==> config.mk <==
export PLATFORM = sky130hd
export DESIGN_NAME = testport_writer
export DESIGN_NICKNAME = d
export VERILOG_FILES = /design/src/rtl/testport_pkg.sv /design/src/rtl/tp_sync_fifo.sv /design/src/rtl/testport_writer.sv
export SDC_FILE = /design/constraint.sdc
export NUM_CORES = 1
export LEC_CHECK = 0
export ABC_AREA = 0
export BUFFER_PORTS_ARGS = -buffer_cell sky130_fd_sc_hd__buf_2
export CAP_MARGIN = 20
export CORE_MARGIN = 4
export CORE_UTILIZATION = 48
export CTS_CLUSTER_DIAMETER = 50
export DETAILED_ROUTE_END_ITERATION = 12
export MAX_ROUTING_LAYER = met4
export PLACE_DENSITY = 0.66
export SYNTH_ARGS = -nofsm -noshare
export SYNTH_HDL_FRONTEND = slang
export SYNTH_SLANG_ARGS = --single-unit
==> constraint.sdc <==
create_clock -name clk -period 4.14 [get_ports clk]
set_clock_uncertainty 0.2 [all_clocks]
set_input_delay 1.242 -clock clk [delete_from_list [all_inputs] [get_ports clk]]
set_output_delay 1.242 -clock clk [all_outputs]
set_load 0.03 [all_outputs]
==> src/rtl/testport_pkg.sv <==
// Shared types and constants for the simulation test port writer and its checker.
package testport_pkg;

  typedef enum logic [2:0] {
    IDLE,
    W_BEGIN,
    GAP,
    W_DATA,
    W_END,
    DONE
  } state_t;

  localparam logic [29:0] DEFAULT_TEST_PORT    = 30'h10;
  localparam logic [31:0] DEFAULT_BEGIN_SYMBOL = 32'h0000_0168;
  localparam logic [31:0] DEFAULT_END_SYMBOL   = 32'hFFFF_FD5D;

  // Readable (big-endian) word to little-endian bus order.
  function automatic logic [31:0] byte_swap(input logic [31:0] w);
    return {w[7:0], w[15:8], w[23:16], w[31:24]};
  endfunction

endpackage

==> src/rtl/tp_sync_fifo.sv <==
// Small synchronous FIFO with first-word head output and same-cycle push/pop.
module tp_sync_fifo #(
  parameter int unsigned WIDTH = 32,
  parameter int unsigned DEPTH = 4
) (
  input  logic             clk,
  input  logic             rst,
  input  logic             push,
  input  logic             pop,
  input  logic [WIDTH-1:0] din,
  output logic             full,
  output logic             empty,
  output logic [WIDTH-1:0] head
);

  localparam int unsigned AW = $clog2(DEPTH);
  localparam int unsigned CW = $clog2(DEPTH + 1);

  logic [WIDTH-1:0] mem [DEPTH];
  logic [AW-1:0]    wr_ptr;
  logic [AW-1:0]    rd_ptr;
  logic [CW-1:0]    count;
  logic             do_push;
  logic             do_pop;

  assign full    = (count == CW'(DEPTH));
  assign empty   = (count == '0);
  assign head    = mem[rd_ptr];
  assign do_push = push && !full;
  assign do_pop  = pop && !empty;

  // Pointers wrap naturally since DEPTH is a power of two.
  always_ff @(posedge clk or negedge rst) begin
    if (!rst) begin
      wr_ptr <= '0;
      rd_ptr <= '0;
      count  <= '0;
    end else begin
      if (do_push) wr_ptr <= wr_ptr + AW'(1);
      if (do_pop)  rd_ptr <= rd_ptr + AW'(1);
      case ({do_push, do_pop})
        2'b10:   count <= count + CW'(1);
        2'b01:   count <= count - CW'(1);
        default: count <= count;
      endcase
    end
  end

  // Storage needs no reset; a flush only clears the pointers.
  always_ff @(posedge clk) begin
    if (do_push) mem[wr_ptr] <= din;
  end

endmodule

==> src/rtl/testport_writer.sv <==
// Test port transmitter: begin symbol, RESULT_NUM buffered result words, end symbol,
// each as a byte-swapped store separated by a wen-low gap.
module testport_writer
  import testport_pkg::*;
#(
  parameter logic [29:0] TEST_PORT    = DEFAULT_TEST_PORT,
  parameter logic [31:0] BEGIN_SYMBOL = DEFAULT_BEGIN_SYMBOL,
  parameter logic [31:0] END_SYMBOL   = DEFAULT_END_SYMBOL,
  parameter int unsigned RESULT_NUM   = 18,
  parameter int unsigned FIFO_DEPTH   = 4
) (
  input  logic        clk,
  input  logic        rst,
  input  logic        start,
  input  logic        in_valid,
  input  logic [31:0] in_data,
  output logic        in_ready,
  input  logic        mem_stall,
  output logic [29:0] addr,
  output logic [31:0] data,
  output logic        wen,
  output logic        busy,
  output logic        done
);

  localparam int unsigned SW = $clog2(RESULT_NUM + 1);

  state_t        state;
  logic [SW-1:0] sent;
  logic          fifo_full;
  logic          fifo_empty;
  logic [31:0]   fifo_head;
  logic          pop;

  assign in_ready = !fifo_full;
  assign pop      = (state == W_DATA) && !mem_stall;

  tp_sync_fifo #(
    .WIDTH (32),
    .DEPTH (FIFO_DEPTH)
  ) u_fifo (
    .clk   (clk),
    .rst   (rst),
    .push  (in_valid),
    .pop   (pop),
    .din   (in_data),
    .full  (fifo_full),
    .empty (fifo_empty),
    .head  (fifo_head)
  );

  // Sequencer; every store is held until an edge with mem_stall low.
  always_ff @(posedge clk or negedge rst) begin
    if (!rst) begin
      state <= IDLE;
      sent  <= '0;
      addr  <= '0;
      data  <= '0;
      wen   <= 1'b0;
      busy  <= 1'b0;
      done  <= 1'b0;
    end else begin
      case (state)
        IDLE: begin
          if (start) begin
            state <= W_BEGIN;
            wen   <= 1'b1;
            addr  <= TEST_PORT;
            data  <= byte_swap(BEGIN_SYMBOL);
            busy  <= 1'b1;
          end
        end
        W_BEGIN, W_DATA, W_END: begin
          if (!mem_stall) begin
            wen  <= 1'b0;
            addr <= '0;
            data <= '0;
            if (state == W_DATA) sent <= sent + SW'(1);
            if (state == W_END) begin
              state <= DONE;
              busy  <= 1'b0;
              done  <= 1'b1;
            end else begin
              state <= GAP;
            end
          end
        end
        GAP: begin
          if (sent == SW'(RESULT_NUM)) begin
            state <= W_END;
            wen   <= 1'b1;
            addr  <= TEST_PORT;
            data  <= byte_swap(END_SYMBOL);
          end else if (!fifo_empty) begin
            state <= W_DATA;
            wen   <= 1'b1;
            addr  <= TEST_PORT;
            data  <= byte_swap(fifo_head);
          end
        end
        DONE: begin
          state <= DONE;
        end
        default: begin
          state <= IDLE;
        end
      endcase
    end
  end

endmodule

### Yosys cells after proc, flatten, opt, wreduce, memory -nomap -nowiden

Memories as Yosys holds them, arrays and structs flattened.
Cells that the tools add are included.

* flip-flop bits (word level): 80
* RAM bits: 128
* bits of input ports: 37
* output and inout port bits: 66
* logic and storage cells: 74
* memories kept: 1

* add/subtract/negate cells: 5
* equal/unequal tests: 13
* muxes and demuxes: 27
* bitwise operators: 1
* reduce and logical (&&, ||, !) cells: 17

Memories
* u_fifo.mem: depth 4, bits a word 32, read ports 1, clocked after Yosys merged registers in 0, wr ports 1, line tp_sync_fifo.sv:19 `logic [WIDTH-1:0] mem [DEPTH];`

Operators with widths (number)
* two-way mux 32 bit: 4
* two-way mux 30 bit: 4
* case mux 32 bit (3 select lines): 1
* case mux 30 bit (3 select lines): 1
* two-way mux 3 bit: 5
* case mux 3 bit (4 select lines): 1
* equality test 3 bit (second input constant): 3
* AND reduction 3 bit: 3
* two-way mux 1 bit: 8
* AND reduction 4 bit: 2
* equality test 3 x 2 -> 1 bit (second input constant): 2
* zero test 3 bit: 2
* != test 2 bit (second input constant): 3
* case mux 3 bit (2 select lines): 1
* adder 5 x 1 -> 5 bit (second input constant): 1
* equality test 5 bit (second input constant): 1
* adder 2 x 1 -> 2 bit (second input constant): 2
* nonzero test 2 bit: 2
* adder 3 x 1 -> 3 bit (second input constant): 1
* equality test 3 x 1 -> 1 bit (second input constant): 1
* logical AND 1 bit: 3
* zero test 1 bit: 3
* != test 3 bit (second input constant): 1
* case mux 1 bit (3 select lines): 1
* 7 further kinds: 7

### Depth between registers and ports, before layout

Gate-level depths: netlist (run 1).

* depth in word-level cells: 5
* depth in mapped cells: 11
* gate-level depth less buffers: 10

### By module

From an unflattened synthesis (run 1), not the netlist that was laid out.

* cell total of the unflattened synthesis: 430
* area total of the unflattened synthesis: 7430.9 µm²

By module, submodules not included
* tp_sync_fifo: instances 1, cells an instance 206, area an instance 5097.4 µm², sequential area each 4018.9 µm²
* testport_writer: instances 1, cells an instance 224, area an instance 2333.5 µm², sequential area each 1076.0 µm²

### Worst setup path before layout (run 1)

Ideal clock, no wire load.

* kind: input -> register
* start point: input port mem_stall
* end point: register u_fifo.count[2]
* library setup time: 79 ps
* data arrival time: 2719 ps
* path slack: 1141 ps
* cell stages on the path: 10
* path through: inv_1 > and3_1 > clkbuf_2 > and2b_1 > ha_1 > inv_1 > fa_1 > xor2_1 > nor2_1 > xor2_1

* cells in the longest elaborated chain, start to end: 5
* elaborated cells on any way between the ends: 7
* classes of those cells: eq/ne (2); mux (1); reduce/logical (4)

RTL lines
* start: declaration: line testport_writer.sv:18 `input logic mem_stall,`
* zero test 1 bit *
* logical AND 1 bit *: line testport_writer.sv:36 `assign pop = (state == W_DATA) && !mem_stall;`
* logical AND 1 bit *: line tp_sync_fifo.sv:30 `assign do_pop = pop && !empty;`
* via u_fifo.do_pop: line tp_sync_fifo.sv:24 `logic do_pop;`
* equality test 2 x 1 -> 1 bit / equality test 2 bit (equally long branches): line tp_sync_fifo.sv:41 `case ({do_push, do_pop})`
* case mux 3 bit (2 select lines) / nonzero test 2 bit (equally long branches)
* end signal: assignment: line tp_sync_fifo.sv:42 `2'b10: count <= count + CW'(1);`
* end signal: assignment: line tp_sync_fifo.sv:43 `2'b01: count <= count - CW'(1);`
* end signal: assignment: line tp_sync_fifo.sv:44 `default: count <= count;`
* end: declaration: line tp_sync_fifo.sv:22 `logic [CW-1:0] count;`

The timed path passes the listed nets; every way through them passes the cells marked *.
A chain may end at the register's enable or synchronous reset.

### Worst setup path in the final report (run 1)

Ends and elaborated chain as after synthesis.

==> out/summary.txt, run 1 <==
Crit. End Element: flop
slowest stage cell, crit path: fa_1
CTS max path bufs: 2
Post-DP Area: 7740 um2
relative slew slack: 0.296
first-iteration detailed-routing DRC count: 231
CTS tree: yes
final hold violations: 0
sinks on the clock net: 178
outcome: completed
Worst-path clk slew: 0.06 ns
layout cells sized above 1: 0.303
cell row count: 44
GPL Wtd Cong: 0.778
largest stage delay on the critical path: 0.38 ns
ANT nets after route: 0
pin count of the biggest net entering global routing: 34
number of global-route vias before repair: 4023
fin nets: 551
CTS-repair resized insts: 0
Synth area leaders: edfxtp_1 (52%), dfrtp_1 (17%), mux4_2 (9.8%), mux2i_1 (4.0%), buf_4 (3.4%)
DP HPWL: 8.05 mm
Final Cell Area: 8320 um2
maxcap violations: 0
CP Max Fanout: 7
hold_buf cts: 0
Root Buffer Master: clkbuf_16
FF+latch area: 5100 um2
Post-route DRC: 0
first-pass GRT wire length: 21.9 mm
initial core utilization: 0.497
Slew Limit Fails: 0
port buffer count: 73
max frequency: 349 MHz
chip height: 132 um
mean post-synth cell area: 16.9 um2
Main synth FF type: edfxtp_1
crit path buf inv count: 3
Seq cells post-synth: 178
number of H-tree levels: 4
cell area after synthesis: 7330 um2
Inserted Clock Buffers: 17
Mapped Cells: 433
LEAKAGE: 3.36 nW
grt ovf: 0
minimum clock period: 2.87 ns
HP Class: flop to flop
TNS Setup: 0 ns
final WL: 13.4 mm
Worst-Skew Late Latency: 0.43 ns
initial antenna violation count: 3
multi-input logic area: 1870 um2
Crit Path Class: primary input to flop
via count: 3750
Die W: 132 um
Area Overhead vs Synth: 13.4%
vias per inst: 5.31
Final period util: 0.693
peak supply drop: 0.440 mV
I/O pins: 103
fill count: 1180
required time worst endpoint: 4.28 ns
register area share after synthesis: 0.695
top cell type's share of synthesized area: 0.524
Synth area leader: edfxtp_1
final setup fails: 0
Crit path arrival time: 3.01 ns
Tot GR Track Use: 0.170
total die area: 17300 um2
Post-CTS Setup Bufs: 0
crit-path cells: buf_2, inv_1, and3_1, and2b_1, ha_1, inv_1, fa_1, xor2_1, nor2_1, xor2_1
Initial DRT Pass Iterations: 4
library cells used by synthesis: 44
Slew @ Worst Pin: 1.06 ns
synth warn: 0
async set-reset flop share out of synthesis: 0.281
core area: 14800 um2
CP Launch Type: primary input
WL/cell: 19.0 um
Top delay family on crit path: simple AND/OR/NAND/NOR gates
RSZ-0062 raised after global routing: no
EDFF count, synth: 128
PD cells: 754 nW/um2
[per-stage QoR]
stage	std cells	hold slack, ns	power, mW	utilization	worst slack, ns
global placement	671	0.247	4.76	0.525	0.929
floorplan	461	0.260	4.27	-	1.14
global route	706	0.273	6.66	0.564	1.13
finish	706	0.251	6.27	0.564	1.27
CTS	703	0.257	6.37	0.563	1.30
detailed placement	671	0.243	4.83	0.525	0.861
[synthesized netlist by cell type, types with 2 or more instances]
cell type,instances
clkbuf_1,6
mux4_2,32
nor3_2,2
a21oi_1,3
nand3_1,3
edfxtp_1,128
nand4_1,2
mux2i_1,29
buf_4,33
a21oi_2,2
ha_1,7
nor2_1,6
buf_2,7
xor2_1,3
o21ai_0,29
xnor2_1,7
dfrtp_1,50
and3_1,9
and2b_1,2
mux2_2,2
mux2_4,2
inv_1,37
nand2_1,9
buf_6,3
[worst paths after layout]
kind | slack (ns) | cells after the start | from | end
max | 1.27 | 10 | mem_stall | u_fifo.count[2]$_DFFE_PN0P_
min | 0.25 | 1 | done$_DFFE_PN0P_ | done$_DFFE_PN0P_
max reg2reg | 1.34 | 9 | state[0]$_DFFE_PN0P_ | u_fifo.count[2]$_DFFE_PN0P_
min reg2reg | 0.25 | 1 | done$_DFFE_PN0P_ | done$_DFFE_PN0P_
max in group asynchronous | 2.30 | 2 | rst | u_fifo.rd_ptr[0]$_DFFE_PN0P_
min in group asynchronous | 0.62 | 1 | rst | data[2]$_DFFE_PN0P_
[metal layers]
layer | vias to the layer above | GRT usage | wire length (um)
met5 | - | - | 0
met4 | 0 | 0.0671 | 284
met3 | 19 | 0.0432 | 826
met2 | 131 | 0.274 | 6540
met1 | 1911 | 0.208 | 5780
li1 | 1689 | - | -
[cell families after synthesis]
logic type / share of synthesized area
DFF: 0.695
buffers and inverters: 0.0664
muxes: 0.147
AOI/OAI and AO/OA: 0.0328
and+or+nand+nor: 0.0324
xor gates and xnor gates: 0.0119
adders and majority gates: 0.0147
other: 0.000511
[flip-flops by register name (all words and copies together) (netlist names)]
| signal | cells |
|---|---|
| u_fifo.wr_ptr | 2 |
| state | 3 |
| u_fifo.count | 3 |
| sent | 5 |
| u_fifo.mem | 128 |
| data | 32 |
| u_fifo.rd_ptr | 2 |
| busy | 1 |
| done | 1 |
| wen | 1 |
[layout by cell type (no fill, tap or decap), types with 2 or more instances in the layout]
| cell | instances |
|---|---|
| a21oi_1 | 3 |
| a21oi_2 | 2 |
| and2b_1 | 2 |
| and3_1 | 5 |
| and3_2 | 4 |
| buf_2 | 73 |
| buf_4 | 3 |
| clkbuf_16 | 17 |
| clkinv_2 | 2 |
| clkinvlp_4 | 4 |
| conb_1 | 29 |
| dfrtp_1 | 48 |
| dfrtp_2 | 2 |
| diode_2 | 3 |
| edfxtp_1 | 128 |
| ha_1 | 7 |
| inv_1 | 37 |
| inv_6 | 6 |
| mux2_2 | 2 |
| mux2_4 | 2 |
| mux2i_1 | 29 |
| mux4_2 | 32 |
| nand2_1 | 9 |
| nand3_1 | 3 |
| nand4_1 | 2 |
| nor2_1 | 6 |
| nor3_2 | 2 |
| o21ai_0 | 29 |
| xnor2_1 | 7 |
| xor2_1 | 3 |
[final cells by class]
class,count,share of cell area
Inverter,37,0.0167
Sequential cell,178,0.613
Clock buffer,19,0.0533
Antenna cell,3,0.000903
Multi-Input combinational cell,195,0.225
Clock inverter,13,0.0147
Timing Repair Buffer,77,0.0490
Tap cell,184,0.0277
[power by group]
group          internal (mW)  switching, mW
Combinational          0.858           1.12
Sequential              2.41          0.351
Clock                  0.853          0.676
Total                   4.12           2.15
No activity file was read; power rests on OpenSTA's default activity.
==> run 2: changes to the inputs <==
--- a/config.mk
+++ b/config.mk
@@ -5,7 +5,7 @@
 export SDC_FILE = /design/constraint.sdc
 export NUM_CORES = 1
 export LEC_CHECK = 0
-export ABC_AREA = 0
+export ABC_AREA = 1
 export BUFFER_PORTS_ARGS = -buffer_cell sky130_fd_sc_hd__buf_2
 export CAP_MARGIN = 20
 export CORE_MARGIN = 4
@@ -13,7 +13,7 @@
 export CTS_CLUSTER_DIAMETER = 50
 export DETAILED_ROUTE_END_ITERATION = 12
 export MAX_ROUTING_LAYER = met4
-export PLACE_DENSITY = 0.66
+export PLACE_DENSITY = 0.65
 export SYNTH_ARGS = -nofsm -noshare
 export SYNTH_HDL_FRONTEND = slang
 export SYNTH_SLANG_ARGS = --single-unit
==> constraint.sdc (replaced) <==
create_clock -name clk -period 2.93 [get_ports clk]
set_clock_uncertainty 0.2 [all_clocks]
set_input_delay 0.879 -clock clk [delete_from_list [all_inputs] [get_ports clk]]
set_output_delay 0.879 -clock clk [all_outputs]
set_load 0.03 [all_outputs]
==> run 2 against run 1 <==
- combinational power is 78% higher
- largest power group unchanged
- sequential power is 34% higher
- via count is 36% higher
- synthesized cell count is 63% higher
- largest cell class unchanged
- worst hold slack worse by 0.038 ns
==> out/summary.txt, run 2 <==
outcome: completed
Seq cells post-synth: 178 (unchanged)
register area share after synthesis: 0.671 (-0.0234)
setup slack after layout: 0.550 ns (-0.722 ns)
Post-route DRC: 0 (unchanged)
GPL Wtd Cong: 0.783 (+0.58%)
Largest register FFs: 128 (unchanged)
final WL: 16.3 mm (+21%)
multi-input logic area: 2130 um2 (+14%)
Initial DRT Pass Iterations: 5 (+1)
Worst-Skew Late Latency: 0.43 ns (about the same)
most frequent cells in the layout: nand2_1 (247), edfxtp_1 (128), nand3_1 (93)
grt ovf: 0 (unchanged)
cell area after synthesis: 7590 um2 (+3.5%)
Post-Place Worst Slack: 0.177 ns (-0.684 ns)
initial core utilization: 0.494 (-0.00334)
async set-reset flop share out of synthesis: 0.281 (unchanged)
WL/cell: 16.2 um (-15%)
Synth area leader: edfxtp_1
CP Max Fanout: 7 (unchanged)
hold_ws: 0.213 ns (-0.0383 ns)
library cells used by synthesis: 27 (-39%)
top cell type's share of synthesized area: 0.507 (-0.0176)
initial antenna violation count: 1 (-2)
first-iteration detailed-routing DRC count: 442 (+91%)
CTS-repair resized insts: 0 (unchanged)
required time worst endpoint: 3.05 ns (-1.23 ns)
fill count: 1316 (+12%)
max frequency: 420 MHz
Top Registers: u_fifo.mem x128, data x32, sent x5
FF+latch area: 5100 um2 (about the same)
core area: 15400 um2 (+4.2%)
Crit Path Class: flop to flop
Crit. End Element: flop
first-pass GRT wire length: 26.2 mm (+20%)
crit-path cells: inv_2, nand2_1, inv_1, nand2_1, nor2_1, ha_1, inv_1, fa_1, a21oi_1, o21ai_0, xnor2_1
crit path buf inv count: 3 (unchanged)
vias per inst: 5.06 (-4.8%)
final std cells w/o fill: 1006 (+42%)
cell row count: 45 (+2.3%)
minimum clock period: 2.38 ns
number of global-route vias before repair: 5066 (+26%)
via count: 5087 (+36%)
LEAKAGE: 3.88 nW (+15%)
EDFF count, synth: 128 (unchanged)
ANT nets after route: 0 (unchanged)
chip height: 134 um (+1.6%)
most common cell in the netlist: nand2_1
port buffer count: 73 (unchanged)
DP HPWL: 10.1 mm (+26%)
Biggest register: u_fifo.mem
Crit path arrival time: 2.50 ns (-0.51 ns)
Die W: 134 um (+1.6%)
largest stage delay on the critical path: 0.48 ns (+0.10 ns)
Root Buffer Master: clkbuf_16
Final period util: 0.812
fin nets: 825 (+50%)
CP Launch Type: flop
CTS max path bufs: 2 (unchanged)
RSZ-0062 raised after global routing: no
sinks on the clock net: 178 (unchanged)
Synth area leaders: edfxtp_1 (51%), dfrtp_1 (16%), nand2_1 (12%), nand3_1 (6.1%), buf_4 (3.1%)
relative slew slack: 0.520 (+0.224)
total die area: 17900 um2 (+3.3%)
Mapped Cells: 705 (+63%)
Top delay family on crit path: adder cells
final setup fails: 0 (unchanged)
Slew Limit Fails: 0 (unchanged)
slowest stage cell, crit path: dfrtp_1
layout cells sized above 1: 0.175 (-0.127)
Synth top cells by count: nand2_1 (247), edfxtp_1 (128), nand3_1 (93)
Main synth FF type: edfxtp_1
Inserted Clock Buffers: 17 (unchanged)
synth warn: 0 (unchanged)
most common cell after layout, fill and taps aside: nand2_1
I/O pins: 103 (unchanged)
HP Class: primary input to async pin
hold_buf cts: 0 (unchanged)
mean post-synth cell area: 10.8 um2 (-36%)
pin count of the biggest net entering global routing: 68 (+100%)
maxcap violations: 0 (unchanged)
final hold violations: 0 (unchanged)
Tot GR Track Use: 0.196 (+0.0255)
Area Overhead vs Synth: 14.7%
Placed Cells: 972 (+45%)
Slew @ Worst Pin: 0.720 ns (-0.335 ns)
PD cells: 1090 nW/um2 (+44%)
number of H-tree levels: 4 (unchanged)
Post-CTS Setup Bufs: 0 (unchanged)
peak supply drop: 0.586 mV (+33%)
CTS tree: yes
Worst-path clk slew: 0.07 ns (about the same)
## run 2: routing by layer
metal	GRT usage	part of all wire
met5	-	0
met4	0.0737	0.019
met3	0.0483	0.057
met2	0.307	0.49
met1	0.247	0.44
## run 2: logic make-up (layout without fill, tap and decap cells)
| group | Yosys count | count (layout) | synth area share |
|---|---|---|---|
| simple gates | 369 | 369 | 0.205 |
| flops | 178 | 178 | 0.671 |
| buf+inv | 90 | 150 | 0.0653 |
| compound gates | 50 | 50 | 0.0330 |
| xor+xnor | 9 | 9 | 0.0104 |
| fa+ha+maj | 8 | 8 | 0.0142 |
| other cells | 1 | 31 | 0.000494 |
## run 2: final timing paths
check	startpoint	to	slack [ns]	cells after the start
setup / recovery	state[2]$_DFFE_PN0P_	u_fifo.count[2]$_DFFE_PN0P_	0.55	11
hold / removal	rst	data[26]$_DFFE_PN0P_	0.21	1
setup reg to reg	state[2]$_DFFE_PN0P_	u_fifo.count[2]$_DFFE_PN0P_	0.55	11
hold reg to reg	done$_DFFE_PN0P_	done$_DFFE_PN0P_	0.28	1
max in group asynchronous	rst	u_fifo.rd_ptr[0]$_DFFE_PN0P_	1.76	2
min in group clk	done$_DFFE_PN0P_	done$_DFFE_PN0P_	0.28	1
## run 2: worst reg2reg max path: cells and delay by family, from the launching register on
family	cells	cell delay, ns
DFF	1	0.48
AOI/OAI and AO/OA	2	0.26
adders and majority gates	2	0.57
xor gates and xnor gates	1	0.13
and+or+nand+nor	3	0.40
buffers and inverters	3	0.24
## run 2: metrics by stage
step | util | cell area [um2] | power (mW) | TNS (ns)
CTS | 0.566 | 8700 | 9.55 | 0
global placement | 0.529 | 8120 | 7.20 | 0
global route | 0.566 | 8700 | 10.1 | 0
floorplan | - | 7690 | 6.28 | -15.54
detailed placement | 0.529 | 8120 | 7.32 | 0
finish | 0.566 | 8710 | 9.46 | 0
## run 2: power by group
| group | leakage, nW | internal [mW] | switching (mW) |
|---|---|---|---|
| logic | 1.79 | 0.989 | 2.54 |
| clock network | 0.283 | 1.20 | 1.02 |
| registers | 1.81 | 3.43 | 0.278 |
| total | 3.88 | 5.62 | 3.83 |
## run 2: area by class of cell
type                       count  share of cell area
sequential                   178               0.585
tap                          211              0.0303
clock inverter                14              0.0171
multi-input combinational    465               0.245
timing repair buffer          92              0.0612
clock buffer                  18              0.0493
antenna                        2            0.000575
inverter                      26              0.0112
